File: src/rtl/rv32_pkg.sv
// Shared store-path types: access size encoding (funct3[1:0]) and the
// request-holding FSM states.
package rv32_pkg;

    typedef enum logic [1:0] {
        SZ_B   = 2'b00,
        SZ_H   = 2'b01,
        SZ_W   = 2'b10,
        SZ_ILL = 2'b11
    } store_size_t;

    typedef enum logic {
        ST_IDLE = 1'b0,
        ST_PEND = 1'b1
    } store_state_t;

endpackage

File: src/rtl/store_lane_steer.sv
// Combinational lane steering: replicates store data across the 4 byte lanes
// and builds byte enables from the low address bits; flags misaligned/illegal ops.
module store_lane_steer
    import rv32_pkg::*;
(
    input  logic [1:0]  off,
    input  store_size_t size,
    input  logic [31:0] data,
    output logic [31:0] wdata,
    output logic [3:0]  be,
    output logic        fault
);

    always_comb begin
        wdata = data;
        be    = 4'b0000;
        fault = 1'b0;
        case (size)
            SZ_B: begin
                wdata = {4{data[7:0]}};
                be    = 4'b0001 << off;
            end
            SZ_H: begin
                wdata = {2{data[15:0]}};
                be    = 4'b0011 << off;
                fault = off[0];
            end
            SZ_W: begin
                wdata = data;
                be    = 4'b1111;
                fault = (off != 2'b00);
            end
            default: begin
                fault = 1'b1;
            end
        endcase
    end

endmodule

File: src/rtl/store_lane_unit.sv
// Store issue stage: registers one steered store request and holds it toward
// data memory until granted; misaligned/illegal stores are trapped, not issued.
module store_lane_unit
    import rv32_pkg::*;
#(
    parameter int XLEN  = 32,
    parameter int CNT_W = 16
) (
    input  logic              clk,
    input  logic              rst_n,
    input  logic              in_valid,
    output logic              in_ready,
    input  logic [XLEN-1:0]   in_addr,
    input  logic [XLEN-1:0]   in_wdata,
    input  store_size_t       in_size,
    input  logic              flush,
    output logic              mem_req,
    input  logic              mem_gnt,
    output logic [XLEN-1:0]   mem_addr,
    output logic [XLEN-1:0]   mem_wdata,
    output logic [3:0]        mem_be,
    output logic              misaligned,
    output logic [XLEN-1:0]   fault_addr,
    output logic [CNT_W-1:0]  store_count,
    output store_state_t      state
);

    // Handshake: an op transfers on in_valid && in_ready. in_ready is low during
    // flush, and while a request is held it follows mem_gnt so a granted slot
    // can be refilled in the same cycle (no bubble).

    store_state_t state_q, state_d;

    logic [XLEN-1:0] steer_wdata;
    logic [3:0]      steer_be;
    logic            steer_fault;
    logic            accept, accept_ok, accept_fault, grant;

    store_lane_steer u_steer (
        .off   (in_addr[1:0]),
        .size  (in_size),
        .data  (in_wdata),
        .wdata (steer_wdata),
        .be    (steer_be),
        .fault (steer_fault)
    );

    assign in_ready     = !flush && ((state_q == ST_IDLE) || mem_gnt);
    assign accept       = in_valid && in_ready;
    assign accept_ok    = accept && !steer_fault;
    assign accept_fault = accept && steer_fault;
    assign grant        = (state_q == ST_PEND) && mem_gnt;
    assign mem_req      = (state_q == ST_PEND);
    assign state        = state_q;

    always_comb begin
        state_d = state_q;
        case (state_q)
            ST_IDLE: begin
                if (accept_ok) state_d = ST_PEND;
            end
            ST_PEND: begin
                // flush forces in_ready low, so no new op can arrive alongside it
                if (flush)        state_d = ST_IDLE;
                else if (mem_gnt) state_d = accept_ok ? ST_PEND : ST_IDLE;
            end
            default: state_d = ST_IDLE;
        endcase
    end

    always_ff @(posedge clk or negedge rst_n) begin
        if (!rst_n) begin
            state_q     <= ST_IDLE;
            mem_addr    <= '0;
            mem_wdata   <= '0;
            mem_be      <= 4'b0000;
            misaligned  <= 1'b0;
            fault_addr  <= '0;
            store_count <= '0;
        end else begin
            state_q    <= state_d;
            misaligned <= accept_fault;
            if (accept_ok) begin
                mem_addr  <= {in_addr[XLEN-1:2], 2'b00};
                mem_wdata <= steer_wdata;
                mem_be    <= steer_be;
            end
            if (accept_fault) fault_addr <= in_addr;
            if (grant) store_count <= store_count + 1'b1;
        end
    end

endmodule

File: config.mk
export PLATFORM = sky130hd
export DESIGN_NAME = store_lane_unit
export DESIGN_NICKNAME = d
export VERILOG_FILES = /design/src/rtl/rv32_pkg.sv /design/src/rtl/store_lane_steer.sv /design/src/rtl/store_lane_unit.sv
export SDC_FILE = /design/constraint.sdc
export NUM_CORES = 1
export LEC_CHECK = 0
export ABC_AREA = 1
export CORE_MARGIN = 8
export CORE_UTILIZATION = 44
export DETAILED_ROUTE_END_ITERATION = 8
export PLACE_DENSITY_LB_ADDON = 0.1
export SYNTH_ARGS = -nofsm -noshare
export SYNTH_HDL_FRONTEND = slang
export SYNTH_SLANG_ARGS = --single-unit
File: constraint.sdc
create_clock -name clk -period 1.5 [get_ports clk]
set_input_delay 0.45 -clock clk [delete_from_list [all_inputs] [get_ports clk]]
set_output_delay 0.45 -clock clk [all_outputs]
set_load 0.02 [all_outputs]
==> results.json, run 1 <==
{
  "arrival_ns": 1.92,
  "ys_ff_latch": 116,
  "die_w_um": 123,
  "wirelength_mm": 17.5,
  "yosysSeqAreaShare_pct": 57.4,
  "violations": "negative setup slack",
  "max_clock_freq_ghz": 0.619,
  "num-nets-final": 921,
  "dpl.hpwl_mm": 11.6,
  "io_pins": 191,
  "finalCritPeriodShare_pct": 108,
  "ff2ff_setup_slack_ns": -0.08,
  "holdWs_ns": 0.462,
  "clkLatencyLatePin_ns": 0.42,
  "area_growth_pct": 56.8,
  "layout-drive-gt1-share_pct": 31.2,
  "cpMaxStageDelayCell": "clkdlybuf4s50_1",
  "grt_start_max_net_pins": 32,
  "syn_inst": 604,
  "fin_tns_setup_ns": -5.90,
  "core_sq_um": 11300,
  "synth_cell_type_count": 25,
  "slew_violations": 0,
  "min_path_type": "reg2reg",
  "period_needed_ns": 1.62,
  "h-tree-depth": 4,
  "finalHoldViolations": 0,
  "rsz0062_at_grt": "true",
  "vdd_drop_max_v": 0.000939,
  "clkTransAtPathRegs_ns": 0.05,
  "r2r_cells": 10,
  "drv_cap": 0,
  "r2r-end": "mem_addr[6]",
  "place_inst": 957,
  "clock_sinks": 116,
  "initial_core_util_pct": 44.7,
  "met3_usage_pct": 9.27,
  "grt_busiest_layer": "met2",
  "setup_viol": 70,
  "dieArea_sq_um": 15200,
  "syn_area_per_cell_sq_um": 8.38,
  "viasPerCell": 4.88,
  "die_h_um": 123,
  "drt_pre_antenna_iters": 5,
  "cts-buffers-inserted": 17,
  "hold_end": "mem_addr[26]",
  "path_buf_inv": 5,
  "min_path_cells": 2,
  "cp_max_fo": 6,
  "layoutNonFillerInstCount": 1005,
  "cts_tree": "built",
  "gr-usage-met1_pct": 25.2,
  "route.detailed.drc": 0,
  "ys_warn_count": 0,
  "p_total_mw": 11.6,
  "track_usage_pct": 23.1,
  "worstPathRequired_ns": 1.80,
  "utilization_pct": 70.1,
  "drt_iter0_drc": 448,
  "cts_buffer_depth": 2,
  "hp-start": "mem_addr[26]",
  "clock_skew_ns": 0.00770,
  "ant_nets": 0,
  "wl_per_cell_um": 17.4,
  "overflow": 0,
  "crit_path_start_kind": "input port",
  "end_kind": "flip-flop",
  "setup_slack_ns": -0.116,
  "cp_common_cell": "nand2_1",
  "via_count": 4902,
  "gr-usage-met2_pct": 39.9,
  "slowest_delay_ns": 0.47,
  "post-route-cell-area_sq_um": 7940,
  "row_count": 39,
  "place_congestion": 0.861,
  "antenna_found_initial": 0,
  "port_buffers": 188,
  "netlist_area_sq_um": 5060,
  "crit_family": "buffers and inverters",
  "crit_chain": "clkdlybuf4s50_1 -> inv_2 -> nand3_1 -> nand2_2 -> buf_4 -> nand3_4 -> buf_12 -> clkbuf_16 -> nand2_1 -> nand2_1",
  "r2r_start": "mem_req",
  "cts_root_buffer": "clkbuf_16",
  "p_per_area_nw_per_um2": 1460,
  "status": "finished with violations",
  "worst-setup-path-type": "in2reg",
  "pre_cts_slack_ns": -0.738,
  "n_antenna_cell": 0,
  "post_dp_cell_area_sq_um": 7370,
  "grt_pass1_vias": 5241,
  "leakage_nw": 4.34,
  "grt_first_pass_wirelength_mm": 27.0
}
-- worst min-delay path, stage by stage, from the launching register on --
cell     delay [ns]
dfrtp_1        0.33
nand2_1        0.05
nand2_1        0.05
-- cell usage in the layout (no fill, tap or decap), types with 2 or more instances in the layout --
cell type	instances
nand2_1	333
dfrtp_1	115
buf_2	115
clkdlybuf4s50_1	66
buf_4	42
nand2_2	24
clkbuf_16	20
nor2_1	16
o21ai_0	14
inv_1	13
nand3_1	11
buf_12	10
mux2_2	9
buf_6	7
nor2_4	6
nand4_1	6
nand2_4	5
xnor2_1	5
clkinv_2	5
bufinv_16	5
inv_2	4
xor2_1	4
buf_16	4
clkinv_4	3
dlygate4sd2_1	3
nor3_4	2
nand3_4	2
nor3_1	2
conb_1	2
-- cells by family (layout without fill, tap and decap cells) --
group | count (synthesis) | after routing | synth area share, %
xor gates and xnor gates | 9 | 9 | 1.56
DFF | 116 | 116 | 57.4
adders and majority gates | 1 | 1 | 0.247
other | 1 | 2 | 0.0741
muxes | 9 | 9 | 2.00
and+or+nand+nor | 408 | 408 | 31.9
buffers and inverters | 45 | 302 | 5.29
AOI/OAI and AO/OA | 15 | 15 | 1.53
-- synthesized netlist by cell type, drive strengths merged --
| master | n | area share (%) |
|---|---|---|
| nand2 | 362 | 27 |
| dfrtp | 116 | 57 |
| buf | 26 | 3.9 |
| nor2 | 22 | 1.9 |
| inv | 18 | 1.3 |
| o21ai | 14 | 1.4 |
| nand3 | 13 | 1.4 |
| mux2 | 9 | 2.0 |
| nand4 | 6 | 0.74 |
| xnor2 | 5 | 0.87 |
| nor3 | 4 | 0.49 |
| xor2 | 4 | 0.69 |
| clkbuf | 1 | 0.074 |
| conb | 1 | 0.074 |
| ha | 1 | 0.25 |
| nand3b | 1 | 0.15 |
| o31ai | 1 | 0.15 |
-- registers in the layout, indices dropped and copies added (netlist names) --
register and flops:
misaligned 1, mem_req 1, store_count 16, fault_addr 32
mem_be 4, mem_addr 30, mem_wdata 32
-- repair_timing --
| item | 4_1_cts | 5_1_grt |
|---|---|---|
| setup endpoints to repair | 218 | 106 |
| buffers inserted | 7 | 0 |
| hold buffers | 1 | 0 |
| pin swaps | 2 | 3 |
| cloned | 5 | 3 |
| endpoints found under the hold margin | 19 | 0 |
| resized for setup | 506 | 41 |
-- worst max path at each step --
stage                     endpoint        from  depth (start not counted)
floorplan                mem_be[0]  in_size[0]                         10
global placement          in_ready     mem_gnt                          4
detailed placement  fault_addr[10]     mem_gnt                          9
CTS                       in_ready     mem_req                          4
global route               mem_req  in_addr[0]                         10
finish                 mem_addr[6]  in_addr[0]                         10
-- power by group --
part	total [mW]	leakage (nW)	switching (mW)	internal, mW
logic	3.06	2.56	1.88	1.18
clock network	4.43	0.319	1.46	2.98
registers	4.11	1.46	0.366	3.74
-- per-layer routing --
metal | part of all wire (%) | vias to the layer above | routed length (um)
met1 | 39 | 2336 | 6790
met2 | 50 | 189 | 8730
met5 | 0 | - | 0
met3 | 9.3 | 26 | 1630
li1 | - | 2351 | -
met4 | 1.9 | 0 | 340
-- final cells by class --
cell class | instances | area [sq um]
sequential | 116 | 2900
timing repair buffer | 252 | 2080
clock inverter | 14 | 209
multi-input combinational | 444 | 2040
tap | 143 | 179
fill | 899 | 3380
clock buffer | 18 | 439
inverter | 18 | 80.1
No activity file was read; power rests on OpenSTA's default activity.
==> run 2, diff against run 1 <==
--- a/config.mk
+++ b/config.mk
@@ -7,8 +7,10 @@
 export LEC_CHECK = 0
 export ABC_AREA = 1
 export CORE_MARGIN = 8
-export CORE_UTILIZATION = 44
+export CORE_UTILIZATION = 60
 export DETAILED_ROUTE_END_ITERATION = 8
+export DONT_BUFFER_PORTS = 1
+export HOLD_SLACK_MARGIN = 0.12
 export PLACE_DENSITY_LB_ADDON = 0.1
 export SYNTH_ARGS = -nofsm -noshare
 export SYNTH_HDL_FRONTEND = slang
==> results.json, run 2 (synthesis results as in run 1) <==
{
  "status": "finished with violations",
  "violations": "negative hold slack, negative setup slack",
  "top_regs": "fault_addr x32, mem_wdata x32, mem_addr x30",
  "wirelength_mm": 15.7,
  "wl_per_cell_um": 19.2,
  "worst-setup-path-type": "reg2out",
  "p_per_area_nw_per_um2": 1500,
  "cts_root_buffer": "clkbuf_8",
  "die_w_um": 108,
  "fillers": 465,
  "via_count": 4463,
  "arrival_ns": 1.36,
  "drt_iter0_drc": 243,
  "track_usage_pct": 25.3,
  "final_cell_mix": "nand2_1 (356), dfrtp_1 (112), dlygate4sd3_1 (42)",
  "n_antenna_cell": 0,
  "leakage_nw": 3.57,
  "route.detailed.drc": 0,
  "num-nets-final": 772,
  "dieArea_sq_um": 11600,
  "setup_slack_ns": -0.312,
  "layout-drive-gt1-share_pct": 18.0,
  "core_sq_um": 8220,
  "grt_first_pass_wirelength_mm": 22.9,
  "io_pins": 191,
  "r2r_cells": 13,
  "row_count": 33,
  "clock_skew_ns": 0.00411,
  "grt_pass1_vias": 4310,
  "drv_cap": 0,
  "initial_core_util_pct": 61.6,
  "place_congestion": 0.847,
  "dpl.hpwl_mm": 9.57,
  "min_path_type": "in2async",
  "clkLatencyLatePin_ns": 0.51,
  "max_clock_freq_ghz": 0.552,
  "finalHoldViolations": 116,
  "rsz0062_at_grt": "true",
  "cts-buffers-inserted": 17,
  "clkTransAtPathRegs_ns": 0.06,
  "final_common_cell": "nand2_1",
  "crit_path_start_kind": "flip-flop",
  "viasPerCell": 5.46,
  "vdd_drop_max_v": 0.00113,
  "cp_max_fo": 2,
  "cts_buffer_depth": 2,
  "finalCritPeriodShare_pct": 121,
  "holdWs_ns": -0.367,
  "area_growth_pct": 34.7,
  "end_kind": "output pin",
  "pre_cts_slack_ns": -0.136,
  "overflow": 0,
  "period_needed_ns": 1.81,
  "port_buffers": 0,
  "clock_sinks": 116,
  "ant_nets": 0,
  "antenna_found_initial": 0,
  "drt_pre_antenna_iters": 5,
  "cts_tree": "built",
  "die_h_um": 108,
  "h-tree-depth": 4,
  "grt_start_max_net_pins": 117,
  "slew_violations": 0,
  "worstPathRequired_ns": 1.05,
  "setup_viol": 76
}
==> run 2: changes by cell type in the layout (fill, tap and decap cells not counted), moves of 4 or more <==
| cell | before | now |
|---|---|---|
| buf_2 | 115 | 0 |
| clkdlybuf4s50_1 | 66 | 0 |
| dlygate4sd3_1 | 1 | 42 |
| nand2_1 | 333 | 356 |
| nand2_2 | 24 | 3 |
| buf_4 | 42 | 29 |
| buf_6 | 7 | 16 |
| clkinvlp_4 | 1 | 8 |
| bufinv_16 | 5 | 1 |
| clkinv_2 | 5 | 1 |
==> run 2: repair_timing <==
item / in CTS / in global routing
hold buffers: 41 / 1
gates cloned: 2 / 4
endpoints found under the setup margin: 85 / 107
gates resized for setup: 36 / 23
setup buffers: 17 / 11
pin swaps: 2 / 6
hold endpoints to repair: 187 / 117
==> run 2: per-stage QoR <==
stage | instance area, sq um | power, mW | TNS [ns] | instances | util (%)
final | 6820 | 10.2 | -7.42 | 818 | 82.9
after global routing | 6820 | 10.6 | -11.72 | 818 | 82.9
after detailed placement | 5220 | 6.04 | -3.58 | 710 | 63.5
after CTS | 6520 | 10.0 | -1.24 | 802 | 79.3
after global placement | 5220 | 5.96 | -1.43 | 710 | 63.5
after floorplan | 5070 | 5.60 | 0 | 605 | -
==> run 2: critical path, stage by stage (launching register included) <==
cell	delay [ns]
dfrtp_2	0.41
inv_2	0.07
nor2_4	0.04
buf_6	0.11
nor2_4	0.09
buf_6	0.13
==> run 2: layout make-up <==
cell class	instances	area (sq um)	share of cell area [%]
Clock buffer	18	428	6.28
Clock inverter	14	130	1.91
Inverter	18	75.1	1.10
Multi-Input combinational cell	444	1970	28.9
Sequential cell	116	2910	42.7
Tap cell	105	131	1.93
Timing Repair Buffer	103	1170	17.2
==> run 2: path summary, 6_finish.rpt <==
| check | startpoint | end | slack, ns |
|---|---|---|---|
| max | mem_req | in_ready | -0.31 |
| min | rst_n | mem_addr[15] | -0.37 |
| max reg2reg | mem_req | mem_addr[5] | -0.16 |
| min reg2reg | store_count[5] | store_count[5] | 0.61 |
| max in group asynchronous | rst_n | store_count[14] | 1.70 |
| min in group clk | in_addr[0] | mem_be[0] | 0.14 |
==> run 2: power breakdown <==
part / total (mW) / internal (mW) / switching, mW
registers: 4.97 / 3.74 / 1.24
logic: 1.51 / 0.728 / 0.782
clock network: 3.72 / 2.24 / 1.47
total: 10.2 / 6.71 / 3.49
==> run 2: per-layer routing <==
metal / up-vias / routed length (um) / GRT usage [%]
met5: - / 0 / 0
met4: 0 / 301 / 10.6
li1: 2052 / - / -
met1: 2169 / 5740 / 28.8
met2: 220 / 7980 / 40.5
met3: 22 / 1670 / 11.5
==> run 3, diff against run 2 <==
--- a/config.mk
+++ b/config.mk
@@ -5,13 +5,13 @@
 export SDC_FILE = /design/constraint.sdc
 export NUM_CORES = 1
 export LEC_CHECK = 0
-export ABC_AREA = 1
 export CORE_MARGIN = 8
 export CORE_UTILIZATION = 60
 export DETAILED_ROUTE_END_ITERATION = 8
 export DONT_BUFFER_PORTS = 1
 export HOLD_SLACK_MARGIN = 0.12
 export PLACE_DENSITY_LB_ADDON = 0.1
+export SLEW_MARGIN = 15
 export SYNTH_ARGS = -nofsm -noshare
 export SYNTH_HDL_FRONTEND = slang
 export SYNTH_SLANG_ARGS = --single-unit
==> results.json, run 3 <==
{
  "status": "finished with violations",
  "violations": "negative hold slack, negative setup slack",
  "grt_first_pass_wirelength_mm": 19.8,
  "crit_chain": "nand2b_4 -> buf_6 -> nor2b_4 -> buf_6",
  "crit_family": "flip-flops",
  "wl_per_cell_um": 23.7,
  "synth-edff-count": 0,
  "drt_iter0_drc": 143,
  "slowest_delay_ns": 0.42,
  "vdd_drop_max_v": 0.00121,
  "yosys.cell_count.top_type": "dfrtp_1",
  "arrival_ns": 1.35,
  "grt_pass1_vias": 3498,
  "cp_common_cell": "buf_6",
  "via_count": 3220,
  "core_sq_um": 8050,
  "ys_ff_latch": 116,
  "die_w_um": 106,
  "crit_path_start_kind": "flip-flop",
  "cts-buffers-inserted": 17,
  "cpMaxStageDelayCell": "dfrtp_2",
  "post-route-cell-area_sq_um": 6650,
  "antenna_found_initial": 0,
  "path_buf_inv": 2,
  "final_cell_mix": "dfrtp_1 (111), dlygate4sd3_1 (42), mux2_4 (39)",
  "worstPathRequired_ns": 1.05,
  "end_kind": "output pin",
  "yosysTopAreaCellShare_pct": 59.2,
  "yosys-top-cells-area": "dfrtp_1 (59%), mux2_2 (13%), mux2i_1 (4.9%), mux2_1 (3.2%), o21ai_0 (2.8%)",
  "clkTransAtPathRegs_ns": 0.06,
  "syn_inst": 367,
  "place_congestion": 0.726,
  "cts_buffer_depth": 2,
  "grt_start_max_net_pins": 117,
  "top_regs": "fault_addr x32, mem_wdata x32, mem_addr x30",
  "leakage_nw": 3.16,
  "cts_tree": "built",
  "layoutNonFillerInstCount": 568,
  "finalCritPeriodShare_pct": 120,
  "dieArea_sq_um": 11300,
  "synth_top_cell_by_area": "dfrtp_1",
  "clkLatencyLatePin_ns": 0.50,
  "max_clock_freq_ghz": 0.555,
  "yosys-top-cells-count": "dfrtp_1 (116), mux2_2 (57), nand2_1 (33), o21ai_0 (27), mux2i_1 (24)",
  "utilization_pct": 82.6,
  "setup_viol": 39,
  "h-tree-depth": 4,
  "drt_pre_antenna_iters": 5,
  "dpl.hpwl_mm": 8.29,
  "syn_area_per_cell_sq_um": 13.4,
  "clock_sinks": 116,
  "place_inst": 485,
  "holdWs_ns": -0.356,
  "n_antenna_cell": 0,
  "min_path_type": "in2async",
  "synth-async-reset-ratio_pct": 100,
  "route.detailed.drc": 0,
  "cts_root_buffer": "clkbuf_8",
  "io_pins": 191,
  "netlist_area_sq_um": 4900,
  "viasPerCell": 5.67,
  "period_needed_ns": 1.80,
  "p_per_area_nw_per_um2": 1650,
  "track_usage_pct": 22.6,
  "synth_cell_type_count": 38,
  "die_h_um": 106,
  "setup_slack_ns": -0.302,
  "holdBufCountCts": 42,
  "layout-drive-gt1-share_pct": 35.9,
  "finalHoldViolations": 116,
  "cp_max_fo": 2,
  "ff2ff_setup_slack_ns": -0.18,
  "drv_cap": 0,
  "worst-setup-path-type": "reg2out",
  "slew_violations": 0,
  "fin_tns_setup_ns": -5.82,
  "overflow": 0,
  "area_growth_pct": 35.6,
  "wirelength_mm": 13.5,
  "num-nets-final": 522,
  "initial_core_util_pct": 60.9,
  "row_count": 33,
  "fillers": 419,
  "rsz0062_at_grt": "true",
  "ant_nets": 0,
  "port_buffers": 0,
  "final_common_cell": "dfrtp_1",
  "ys_warn_count": 0,
  "synth_flop_cell": "dfrtp_1",
  "post_dp_cell_area_sq_um": 5320,
  "clock_skew_ns": 0.00663,
  "yosysSeqAreaShare_pct": 59.2
}
## run 3: cell types whose count changed after synthesis, moves of 5 or more
cell and delta:
buf_4 -5, a21oi_1 +8, nand3_1 -6, mux2i_1 +24, inv_1 -13, o21ai_0 +13, buf_2 -8, nor2_1 -7
mux2_2 +48, nand2_1 -325, mux2_1 +14
## run 3: per-stage QoR
step                      setup WS, ns  hold slack (ns)  power, mW
after floorplan                 -0.100            0.154       5.97
after global routing            -0.352           -0.384       11.3
after global placement         -0.0775            0.158       6.33
after CTS                       -0.314           -0.379       10.9
after detailed placement        -0.107            0.158       6.42
final                           -0.302           -0.356       10.9
## run 3: final timing paths
kind / from / end / cells after the start
max in group asynchronous: rst_n / mem_addr[11] / 0
worst min-delay path: rst_n / mem_addr[21] / 0
worst min register to register: store_count[10] / store_count[10] / 2
worst max register to register: mem_req / fault_addr[6] / 7
worst max-delay path: mem_req / in_ready / 4
min in group clk: in_wdata[11] / mem_wdata[11] / 2
## run 3: where the power goes
part	switching [mW]	total (mW)	leakage (nW)	internal (mW)
Combinational	0.562	1.50	1.44	0.943
Sequential	1.38	5.17	1.40	3.79
Clock	1.52	4.26	0.310	2.75
Total	3.45	10.9	3.16	7.48
## run 3: layout make-up
type | instances | area [sq um] | area share, %
Clock buffer | 17 | 414 | 6.23
Clock inverter | 15 | 219 | 3.29
Sequential cell | 116 | 2910 | 43.8
Tap cell | 105 | 131 | 1.98
Timing Repair Buffer | 84 | 915 | 13.8
Multi-Input combinational cell | 229 | 2050 | 30.9
Inverter | 2 | 7.51 | 0.113
## run 3: routing by layer
layer,GRT usage [%],share of wire [%],vias up
met5,0,0,-
met4,7.94,1.3,0
met3,11.4,11,12
met2,38.7,52,147
met1,23.5,36,1613
li1,-,-,1448
## run 3: worst reg2reg max path: stages, from the launching register on
cell and delay, ns:
dfrtp_2 0.42, nand2b_4 0.08, buf_4 0.15, nand2_4 0.06
nor3_4 0.20, buf_12 0.15, clkbuf_16 0.17, mux2_2 0.34
## run 3: cell families after synthesis
| kind of cell | after synthesis | share of synthesized area (%) |
|---|---|---|
| flops | 116 | 59.2 |
| mux | 95 | 21.2 |
| simple gates | 71 | 7.32 |
| compound gates | 44 | 5.31 |
| buf+inv | 23 | 3.80 |
| xor+xnor | 16 | 2.86 |
| fa+ha+maj | 1 | 0.255 |
| other cells | 1 | 0.0765 |
## run 3: timing repair
item                                    in CTS  in global routing
cloned                                       0                  2
buffers inserted                             3                  4
endpoints found under the hold margin      189                116
pin swaps                                    0                  8
endpoints found under the setup margin      29                 60
resized for setup                           22                 20
